[src/rtl/uart_rx_pkg.sv]
// rtl/uart_rx_pkg.sv - shared types and constants for the UART receive framer
package uart_rx_pkg;

    // Level of an idle RX line; also the reset value of the pin synchronizer
    localparam logic LINE_IDLE = 1'b1;

    // State codes kept as plain constants so older tooling can decode the bus
    localparam logic [2:0] ST_IDLE   = 3'd0;
    localparam logic [2:0] ST_START  = 3'd1;
    localparam logic [2:0] ST_DATA   = 3'd2;
    localparam logic [2:0] ST_PARITY = 3'd3;
    localparam logic [2:0] ST_STOP   = 3'd4;

    typedef enum logic [2:0] {
        IDLE   = ST_IDLE,
        START  = ST_START,
        DATA   = ST_DATA,
        PARITY = ST_PARITY,
        STOP   = ST_STOP
    } rx_state_t;

endpackage

[src/rtl/uart_rx_frame_if.sv]
// rtl/uart_rx_frame_if.sv - sample/serial inputs and byte output bundle of the framer (parity_err with UART_RX_PARITY_EN)
interface uart_rx_frame_if #(
    parameter int DATA_BITS = 8
);
    logic                 sample_tick;
    logic                 rx_serial;
    logic [DATA_BITS-1:0] rx_data;
    logic                 rx_valid;
    logic                 rx_ready;
    logic                 frame_err;
    logic                 overrun_err;
`ifdef UART_RX_PARITY_EN
    logic                 parity_err;
`endif

    // Framer side: consumes ticks and the pin, produces bytes and error pulses
    modport master (
        input  sample_tick,
        input  rx_serial,
        input  rx_ready,
        output rx_data,
        output rx_valid,
        output frame_err,
`ifdef UART_RX_PARITY_EN
        output parity_err,
`endif
        output overrun_err
    );

    // Consumer/driver side
    modport slave (
        output sample_tick,
        output rx_serial,
        output rx_ready,
        input  rx_data,
        input  rx_valid,
        input  frame_err,
`ifdef UART_RX_PARITY_EN
        input  parity_err,
`endif
        input  overrun_err
    );

endinterface

[src/rtl/rx_sync_2ff.sv]
// rtl/rx_sync_2ff.sv - two-flop synchronizer for an asynchronous input pin
module rx_sync_2ff #(
    parameter logic RESET_VAL = 1'b1
) (
    input  logic clk,
    input  logic rst_n,
    input  logic d,
    output logic q
);

    logic meta_q, meta_d;
    logic sync_q, sync_d;

    // Shift the pin through two stages
    always_comb begin
        meta_d = d;
        sync_d = meta_q;
    end

    // Both stages reset to the inactive level of the pin
    always_ff @(posedge clk) begin
        if (!rst_n) begin
            meta_q <= RESET_VAL;
            sync_q <= RESET_VAL;
        end else begin
            meta_q <= meta_d;
            sync_q <= sync_d;
        end
    end

    assign q = sync_q;

endmodule

[src/rtl/uart_rx_frame.sv]
// rtl/uart_rx_frame.sv - 8N1 receive framer with glitch/framing/overrun detection; UART_RX_PARITY_EN adds even parity
module uart_rx_frame
    import uart_rx_pkg::*;
#(
    parameter int OVERSAMPLE = 16,
    parameter int DATA_BITS  = 8
) (
    input  logic            sys_clk,
    input  logic            rst_n,
    uart_rx_frame_if.master bus
);

    localparam int TW = $clog2(OVERSAMPLE);
    localparam int BW = $clog2(DATA_BITS + 1);

    // Tick count at the start-bit centre and at each full bit period
    localparam logic [TW-1:0] T_MID  = TW'(OVERSAMPLE / 2 - 1);
    localparam logic [TW-1:0] T_END  = TW'(OVERSAMPLE - 1);
    localparam logic [BW-1:0] B_LAST = BW'(DATA_BITS - 1);

    logic                 rx_s;
    rx_state_t            state_q, state_d;
    logic [TW-1:0]        tcnt_q, tcnt_d;
    logic [BW-1:0]        bcnt_q, bcnt_d;
    logic                 armed_q, armed_d;
    logic [DATA_BITS-1:0] shift_q, shift_d;
    logic [DATA_BITS-1:0] rx_data_q, rx_data_d;
    logic                 rx_valid_q, rx_valid_d;
    logic                 frame_err_q, frame_err_d;
    logic                 overrun_err_q, overrun_err_d;
    logic                 commit;
    logic                 stop_bad;
`ifdef UART_RX_PARITY_EN
    logic                 parity_bit_q, parity_bit_d;
    logic                 parity_err_q, parity_err_d;
    logic                 par_bad;
`endif

    rx_sync_2ff #(
        .RESET_VAL (LINE_IDLE)
    ) u_sync (
        .clk   (sys_clk),
        .rst_n (rst_n),
        .d     (bus.rx_serial),
        .q     (rx_s)
    );

    // Frame FSM: all timing advances only on sample_tick
    always_comb begin
        state_d  = state_q;
        tcnt_d   = tcnt_q;
        bcnt_d   = bcnt_q;
        shift_d  = shift_q;
        armed_d  = armed_q | rx_s;
        commit   = 1'b0;
        stop_bad = 1'b0;
`ifdef UART_RX_PARITY_EN
        parity_bit_d = parity_bit_q;
        par_bad      = 1'b0;
`endif
        if (bus.sample_tick) begin
            case (state_q)
                IDLE: begin
                    // A held-low line cannot restart a frame until it has gone high
                    if (!rx_s && armed_q) begin
                        state_d = START;
                        tcnt_d  = '0;
                        armed_d = 1'b0;
                    end
                end
                START: begin
                    if (tcnt_q == T_MID) begin
                        tcnt_d = '0;
                        if (rx_s) begin
                            state_d = IDLE;
                        end else begin
                            state_d = DATA;
                            bcnt_d  = '0;
                        end
                    end else begin
                        tcnt_d = tcnt_q + TW'(1);
                    end
                end
                DATA: begin
                    if (tcnt_q == T_END) begin
                        tcnt_d  = '0;
                        shift_d = {rx_s, shift_q[DATA_BITS-1:1]};
                        if (bcnt_q == B_LAST) begin
                            bcnt_d = '0;
`ifdef UART_RX_PARITY_EN
                            state_d = PARITY;
`else
                            state_d = STOP;
`endif
                        end else begin
                            bcnt_d = bcnt_q + BW'(1);
                        end
                    end else begin
                        tcnt_d = tcnt_q + TW'(1);
                    end
                end
`ifdef UART_RX_PARITY_EN
                PARITY: begin
                    if (tcnt_q == T_END) begin
                        tcnt_d       = '0;
                        parity_bit_d = rx_s;
                        state_d      = STOP;
                    end else begin
                        tcnt_d = tcnt_q + TW'(1);
                    end
                end
`endif
                STOP: begin
                    if (tcnt_q == T_END) begin
                        tcnt_d  = '0;
                        state_d = IDLE;
                        // Framing error wins over a parity error
                        if (!rx_s) begin
                            stop_bad = 1'b1;
`ifdef UART_RX_PARITY_EN
                        end else if (^{shift_q, parity_bit_q}) begin
                            par_bad = 1'b1;
`endif
                        end else begin
                            commit = 1'b1;
                        end
                    end else begin
                        tcnt_d = tcnt_q + TW'(1);
                    end
                end
                default: begin
                    state_d = IDLE;
                    tcnt_d  = '0;
                    bcnt_d  = '0;
                end
            endcase
        end
    end

    // Output register: handshake drains, commits load or report overrun
    always_comb begin
        rx_valid_d    = rx_valid_q;
        rx_data_d     = rx_data_q;
        frame_err_d   = stop_bad;
        overrun_err_d = 1'b0;
`ifdef UART_RX_PARITY_EN
        parity_err_d  = par_bad;
`endif
        if (rx_valid_q && bus.rx_ready) begin
            rx_valid_d = 1'b0;
        end
        if (commit) begin
            if (!rx_valid_q || bus.rx_ready) begin
                rx_data_d  = shift_q;
                rx_valid_d = 1'b1;
            end else begin
                overrun_err_d = 1'b1;
            end
        end
    end

    // State and output flops; reset drops any partial frame
    always_ff @(posedge sys_clk) begin
        if (!rst_n) begin
            state_q       <= IDLE;
            tcnt_q        <= '0;
            bcnt_q        <= '0;
            armed_q       <= 1'b0;
            shift_q       <= '0;
            rx_data_q     <= '0;
            rx_valid_q    <= 1'b0;
            frame_err_q   <= 1'b0;
            overrun_err_q <= 1'b0;
`ifdef UART_RX_PARITY_EN
            parity_bit_q  <= 1'b0;
            parity_err_q  <= 1'b0;
`endif
        end else begin
            state_q       <= state_d;
            tcnt_q        <= tcnt_d;
            bcnt_q        <= bcnt_d;
            armed_q       <= armed_d;
            shift_q       <= shift_d;
            rx_data_q     <= rx_data_d;
            rx_valid_q    <= rx_valid_d;
            frame_err_q   <= frame_err_d;
            overrun_err_q <= overrun_err_d;
`ifdef UART_RX_PARITY_EN
            parity_bit_q  <= parity_bit_d;
            parity_err_q  <= parity_err_d;
`endif
        end
    end

    assign bus.rx_data     = rx_data_q;
    assign bus.rx_valid    = rx_valid_q;
    assign bus.frame_err   = frame_err_q;
    assign bus.overrun_err = overrun_err_q;
`ifdef UART_RX_PARITY_EN
    assign bus.parity_err  = parity_err_q;
`endif

endmodule

[src/flat_wrapper.sv]
// flat-port wrapper written by rule: the top's interface ports become plain ports
module uart_rx_frame_flat import uart_rx_pkg::*;
#(
    parameter int OVERSAMPLE = 16,
    parameter int DATA_BITS  = 8
)
  (sys_clk, rst_n, bus_sample_tick, bus_rx_serial, bus_rx_ready, bus_rx_data, bus_rx_valid, bus_frame_err, bus_overrun_err);
  uart_rx_frame_if #(.DATA_BITS(DATA_BITS)) bus_i ();
  input  logic sys_clk;
  input  logic rst_n;
  input wire logic [$bits(bus_i.sample_tick)-1:0] bus_sample_tick;
  input wire logic [$bits(bus_i.rx_serial)-1:0] bus_rx_serial;
  input wire logic [$bits(bus_i.rx_ready)-1:0] bus_rx_ready;
  output wire logic [$bits(bus_i.rx_data)-1:0] bus_rx_data;
  output wire logic [$bits(bus_i.rx_valid)-1:0] bus_rx_valid;
  output wire logic [$bits(bus_i.frame_err)-1:0] bus_frame_err;
  output wire logic [$bits(bus_i.overrun_err)-1:0] bus_overrun_err;
  assign bus_i.sample_tick = bus_sample_tick;
  assign bus_i.rx_serial = bus_rx_serial;
  assign bus_i.rx_ready = bus_rx_ready;
  assign bus_rx_data = bus_i.rx_data;
  assign bus_rx_valid = bus_i.rx_valid;
  assign bus_frame_err = bus_i.frame_err;
  assign bus_overrun_err = bus_i.overrun_err;
  uart_rx_frame #(.OVERSAMPLE(OVERSAMPLE), .DATA_BITS(DATA_BITS)) u_core (.sys_clk(sys_clk), .rst_n(rst_n), .bus(bus_i));
endmodule
[config.mk]
export PLATFORM = sky130hd
export DESIGN_NAME = uart_rx_frame_flat
export DESIGN_NICKNAME = d
export VERILOG_FILES = /design/src/rtl/uart_rx_pkg.sv /design/src/rtl/uart_rx_frame_if.sv /design/src/rtl/rx_sync_2ff.sv /design/src/rtl/uart_rx_frame.sv /design/src/flat_wrapper.sv
export SDC_FILE = /design/constraint.sdc
export NUM_CORES = 1
export LEC_CHECK = 0
export CAP_MARGIN = 20
export CORE_ASPECT_RATIO = 0.8
export CORE_MARGIN = 1
export CORE_UTILIZATION = 40
export DETAILED_ROUTE_END_ITERATION = 10
export GPL_TIMING_DRIVEN = 0
export PLACE_DENSITY = 0.61
export RECOVER_POWER = 100
export SYNTH_ARGS = -nofsm -noshare
export SYNTH_HDL_FRONTEND = slang
export SYNTH_SLANG_ARGS = --single-unit
export TNS_END_PERCENT = 10
[constraint.sdc]
create_clock -name sys_clk -period 2.09 [get_ports sys_clk]
set_input_delay 0.209 -clock sys_clk [delete_from_list [all_inputs] [get_ports sys_clk]]
set_output_delay 0.209 -clock sys_clk [all_outputs]
set_load 0.02 [all_outputs]
==> results of run 1 <==
-- Yosys cell counts, types with 2 or more instances --
library cell / instances / area, sq um
buf_2: 3 / 15.01
nor3_1: 3 / 15.01
nor2b_1: 2 / 12.51
or4_1: 2 / 15.01
nand3_1: 7 / 35.03
or3_1: 3 / 18.77
mux2i_1: 19 / 190.2
dfxtp_1: 33 / 660.6
nor4_1: 2 / 12.51
nand3b_1: 2 / 15.01
nand2b_1: 5 / 31.28
clkbuf_1: 2 / 7.510
ha_1: 2 / 25.02
o21a_1: 2 / 15.01
o21ai_0: 2 / 10.01
nand2_1: 14 / 52.55
nand4b_1: 2 / 17.52
o31ai_1: 2 / 15.01
nor2_1: 20 / 75.07
nor3b_1: 2 / 15.01
a21oi_1: 5 / 25.02
buf_6: 2 / 22.52
-- registers in the layout, summed over array words and instances (netlist names) --
name                    count
u_core.bus.rx_data          8
u_core.state_q              3
u_core.u_sync.meta_q        1
u_core.u_sync.q             1
u_core.bus.overrun_err      1
u_core.bcnt_q               4
u_core.bus.rx_valid         1
u_core.tcnt_q               4
u_core.bus.frame_err        1
u_core.shift_q              8
u_core.armed_q              1
-- layer usage --
metal	track usage	wire length (um)	part of all wire
met1	0.2259	1650	0.53
met2	0.2503	1295	0.41
met3	0.04309	124	0.040
met5	0	0	0
met4	0.07714	57	0.018
-- worst register-to-register path, cell delays in order (launching register included) --
cell,delay [ns]
dfxtp_1,0.35
clkbuf_2,0.20
nor3b_1,0.44
nand4_2,0.43
mux2i_1,0.27
nor2_1,0.06
-- path summary, 6_finish.rpt --
check / start / slack, ns / end / cells past startpoint
worst max-delay path: u_core.state_q[0] / 0.22 / u_core.bus.rx_data[6] / 5
worst min register to register: u_core.u_sync.meta_q / 0.44 / u_core.u_sync.q / 1
worst max register to register: u_core.state_q[0] / 0.22 / u_core.bus.rx_data[6] / 5
worst min-delay path: u_core.u_sync.meta_q / 0.44 / u_core.u_sync.q / 1
-- kinds of logic after synthesis --
logic type	count (synthesis)
compound gates	20
mux	19
xor+xnor	1
buf+inv	10
flops	33
fa+ha+maj	2
simple gates	74
-- where the power goes --
part	total, mW	internal, mW	switching [mW]
logic	0.0467	0.0171	0.0296
clock network	0.429	0.218	0.211
registers	0.635	0.633	0.00209
-- stage by stage --
stage	util	setup slack, ns	total power, mW	hold slack [ns]	cell area (sq um)
after floorplan	-	0.5105	0.6796	0.2820	1495
after global placement	0.4859	0.2192	0.6980	0.4020	1698
after detailed placement	0.4859	0.1871	0.6986	0.4276	1698
after CTS	0.5070	0.2253	1.124	0.4443	1772
after global routing	0.5020	0.08245	1.164	0.4756	1754
final	0.5020	0.2237	1.111	0.4389	1754
-- layout make-up --
cell class | instances | area share
inverters | 1 | 0.002140
clock buffers | 5 | 0.03923
plain buffers | 9 | 0.02782
clock inverters | 1 | 0.002853
multi-input cells | 116 | 0.4358
repair buffers | 15 | 0.08559
well taps | 42 | 0.02996
flip-flops and latches | 33 | 0.3766
==> metrics.csv, run 1 <==
metric;value;unit
result of the run;finished, final reports clean;
main combinational cell family by area after synthesis;simple AND/OR/NAND/NOR gates;
Ys Warns;0;
CTS Root Cell;clkbuf_8;
Synth Area per Inst;9.404;sq um
post-synthesis sequential area ratio;0.4418;
Pre-Repair DR Iteration Count;4;
Final Non-Filler Cells;222;
CTS Hold Buffers Added;0;
Critical Path Fanout Max;10;
CTS Buf Count;5;
Worst Setup Path Type;reg -> reg;
TNS Setup;0;ns
commonest cells after routing, fill and taps aside;dfxtp_1 (33), nor2_1 (20), mux2i_1 (19), nand2_1 (14), dlygate4sd3_1 (12);
max_slew headroom;0.4108;
mux cell area share after synthesis;0.1272;
Worst-path clk slew;0.06;ns
Post-Syn Area;1495;sq um
nature of the critical path endpoint;register;
DRC errors left;0;
max incr delay on CP;0.43;ns
Max Cap Viol;0;
compound-gate portion of the synthesized area;0.09205;
final hold violation count;0;
crit-path cells;clkbuf_2 -> nor3b_1 -> nand4_2 -> mux2i_1 -> nor2_1;
layout cells sized above 1;0.08333;
Final setup viols;0;
Post-synth EDFFs;0;
final period utilization;0.8929;
largest net degree at the start of global routing;11;
Clock Latency Late Sink;0.28;ns
Worst Tran Pin Value;0.8786;ns
Post CTS Setup Buffer Count;0;
post-layout min period;1.866;ns
Initial Utilization;0.4279;
Syn Inst Count;159;
setup repair after global routing missed its margin;false;
synth-to-layout area growth;17.32;%
HP Class;reg -> reg;
first-pass GRT wire length;5209;um
pwr dens;633.4;nW/um^2
average wire per standard cell;14.09;um
antenna violations before repair;0;
dominant synthesized flop cell;dfxtp_1;
fillers;346;
XOR/XNOR Fraction of Synth Area;0.005858;
post-synthesis adder-cell area fraction;0.01674;
most common cell after layout, fill and taps aside;dfxtp_1;
Yosys reg bits;33;
Avg Vias per Cell;5.414;
VDD IR max;0.0004055;V
die area;3988;sq um
crit start category;register;
Top Ports;16;
H-tree levels;2;
Leak;0.6995;nW
register area;660.6;sq um
Routed WL;3127;um
final slew viol count;0;
TritonCTS clock tree;built;
CTS resizes;0;
GRT Resource Usage Total;0.1677;
antenna cells;0;
Port Buffers;15;
Placed Cells incl. Taps;216;
Buf/Inv on CP;1;
CTS max path bufs;2;
num rows;19;
Crit path max-delay family;simple AND/OR/NAND/NOR gates;
DPL Wire Length;2195;um
core area;3495;sq um
number of global-route vias before repair;1116;
DR iter-0 viols;70;
Syn Nets;166;
slowest CP cell;nor3b_1;
Worst Skew;0.005795;ns
ys async rst share;0;
Die W;70.36;um
TritonCTS Sinks;33;
Yosys cell types;45;
Die H;56.69;um
worst path required time;2.24;ns
nets;188;
Max Freq;535.8;MHz
Final Wtd Congestion;0.8980;
post-route ant nets;0;
area occupied by multi-input gates;764.5;sq um
vias after detailed routing;1202;
GRT overflow;0;
WP data arrival;2.02;ns
fraction of the mapped netlist area in simple logic gates;0.2762;
No activity file was read; power rests on OpenSTA's default activity.
==> inputs of run 2 (changes only) <==
Clock period 2.09 ns to 2.1 ns, I/O delays scaled along.
==> results of run 2 <==
The final DEF is identical to that of run 1. Status: finished, final reports clean.
Among the figures that moved: setup slack after placement 0.1871 ns -> 0.1961 ns; setup slack after layout 0.2237 ns -> 0.2337 ns; register-to-register setup slack 0.22 ns -> 0.23 ns; total power 1.111 mW -> 1.106 mW; worst IR drop on VDD 0.0004055 V -> 0.0004035 V
==> inputs of run 3 (changes only) <==
Settings changed: GPL_TIMING_DRIVEN 0 to default.
==> metrics.csv, run 3 (synthesis gave the netlist of run 1 again) <==
metric;value;unit;change
Initial Utilization;0.4279;;unchanged
Post CTS Setup Buffer Count;0;;unchanged
layout cells sized above 1;0.08427;;+0.0009363
final slew viol count;0;;unchanged
GRT overflow;0;;unchanged
most common cell after layout, fill and taps aside;dfxtp_1;;
Pre-Repair DR Iteration Count;4;;unchanged
placed inst area;1679;sq um;-1.1%
largest net degree at the start of global routing;22;;+11
Worst Skew;0.005309;ns;-0.0004858 ns
grt met3 use;0.05386;;+0.01077
CTS Root Cell;clkbuf_8;;
HP Class;reg -> reg;;
Critical Path Fanout Max;11;;+1
Die H;56.69;um;unchanged
TritonCTS clock tree;built;;
nature of the critical path endpoint;register;;
Clock Latency Late Sink;0.28;ns;about the same
H-tree levels;2;;unchanged
TritonCTS Sinks;33;;unchanged
antenna violations before repair;0;;unchanged
antenna cells;0;;unchanged
vias after detailed routing;1186;;-1.3%
Top Ports;16;;unchanged
met2 Track Usage GR;0.2408;;-0.009524
Die W;70.36;um;unchanged
Port Buffers;15;;unchanged
final hold violation count;0;;unchanged
final period utilization;0.8641;;
met1 global-route usage;0.2304;;+0.004516
setup repair after global routing missed its margin;false;;
result of the run;finished, final reports clean;;
die area;3988;sq um;unchanged
Worst Tran Pin Value;0.6083;ns;-0.2703 ns
Worst Setup Path Type;reg -> reg;;
Worst-path clk slew;0.06;ns;about the same
Routed WL;3017;um;-3.5%
CTS Buf Count;5;;unchanged
Final Wtd Congestion;0.7769;;-13%
DPL Wire Length;2148;um;-2.2%
GRT Resource Usage Total;0.1633;;-0.004453
nets;184;;-2.1%
max_slew headroom;0.5945;;+0.1837
Avg Vias per Cell;5.391;;-0.43%
commonest cells after routing, fill and taps aside;dfxtp_1 (33), nor2_1 (20), mux2i_1 (19), nand2_1 (14), dlygate4sd3_1 (12);;
CTS resizes;0;;unchanged
worst path required time;2.27;ns;
DRC errors left;0;;unchanged
CTS max path bufs;2;;unchanged
CTS Hold Buffers Added;0;;unchanged
Final Cell Area;1782;sq um;+1.6%
fillers;331;;-4.3%
core area;3495;sq um;unchanged
synth-to-layout area growth;19.16;%;
average wire per standard cell;13.71;um;-2.6%
Max Freq;551.1;MHz;+2.8%
number of global-route vias before repair;1116;;unchanged
TNS Setup;0;ns;unchanged
Final Util;0.5098;;+0.007877
post-route ant nets;0;;unchanged
pwr dens;720.7;nW/um^2;
Top Usage Layer GRT;met2;;
first-pass GRT wire length;5140;um;-1.3%
post-layout min period;1.815;ns;
crit start category;register;;
num rows;19;;unchanged
Leak;0.7040;nW;+0.65%
Final setup viols;0;;unchanged
Max Cap Viol;0;;unchanged
WP data arrival;1.98;ns;-0.04 ns
DR iter-0 viols;53;;-24%
VDD IR max;0.0003075;V;
-- run 3: final timing paths --
path,from,to,slack [ns],cells past startpoint
setup reg to reg,u_core.state_q[2],u_core.bus.rx_data[7],0.29,4
hold reg to reg,u_core.u_sync.meta_q,u_core.u_sync.q,0.42,1
setup / recovery,u_core.state_q[2],u_core.bus.rx_data[7],0.29,4
hold / removal,u_core.u_sync.meta_q,u_core.u_sync.q,0.42,1
-- run 3: layout make-up --
class                      count  area (sq um)  share of cell area
clock buffer                   7         86.33             0.04846
timing repair buffer          20         181.4              0.1018
tap                           42         52.55             0.02949
inverter                       1         3.754            0.002107
multi-input combinational    116         767.0              0.4305
clock inverter                 1         30.03             0.01685
sequential                    33         660.6              0.3708
-- run 3: report_power, final --
| part | internal, mW | total (mW) | switching (mW) |
|---|---|---|---|
| sequential | 0.630 | 0.636 | 0.00615 |
| combinational | 0.0171 | 0.0403 | 0.0232 |
| clock | 0.387 | 0.608 | 0.221 |
-- run 3: critical path, stage by stage (launching register included) --
cell and delay, ns:
dfxtp_1 0.51, nor3b_1 0.43, nand4_2 0.42, mux2i_1 0.28, nor2_1 0.05
-- run 3: through the flow --
step / std cells / power, mW / worst slack [ns] / hold WS [ns]
after floorplan: 159 / 0.6764 / 0.5205 / 0.2830
after global placement: 212 / 0.6915 / 0.3182 / 0.4011
after detailed placement: 212 / 0.6922 / 0.2381 / 0.4038
after CTS: 220 / 1.304 / 0.2795 / 0.4309
after global routing: 220 / 1.338 / 0.09350 / 0.4618
final: 220 / 1.284 / 0.2855 / 0.4234
-- run 3: per-layer routing --
metal / up-vias / wire length, um / share of wire
li1: 601 / - / -
met1: 560 / 1556 / 0.52
met2: 23 / 1322 / 0.44
met3: 2 / 128 / 0.042
met4: 0 / 10 / 0.0033
met5: - / 0 / 0
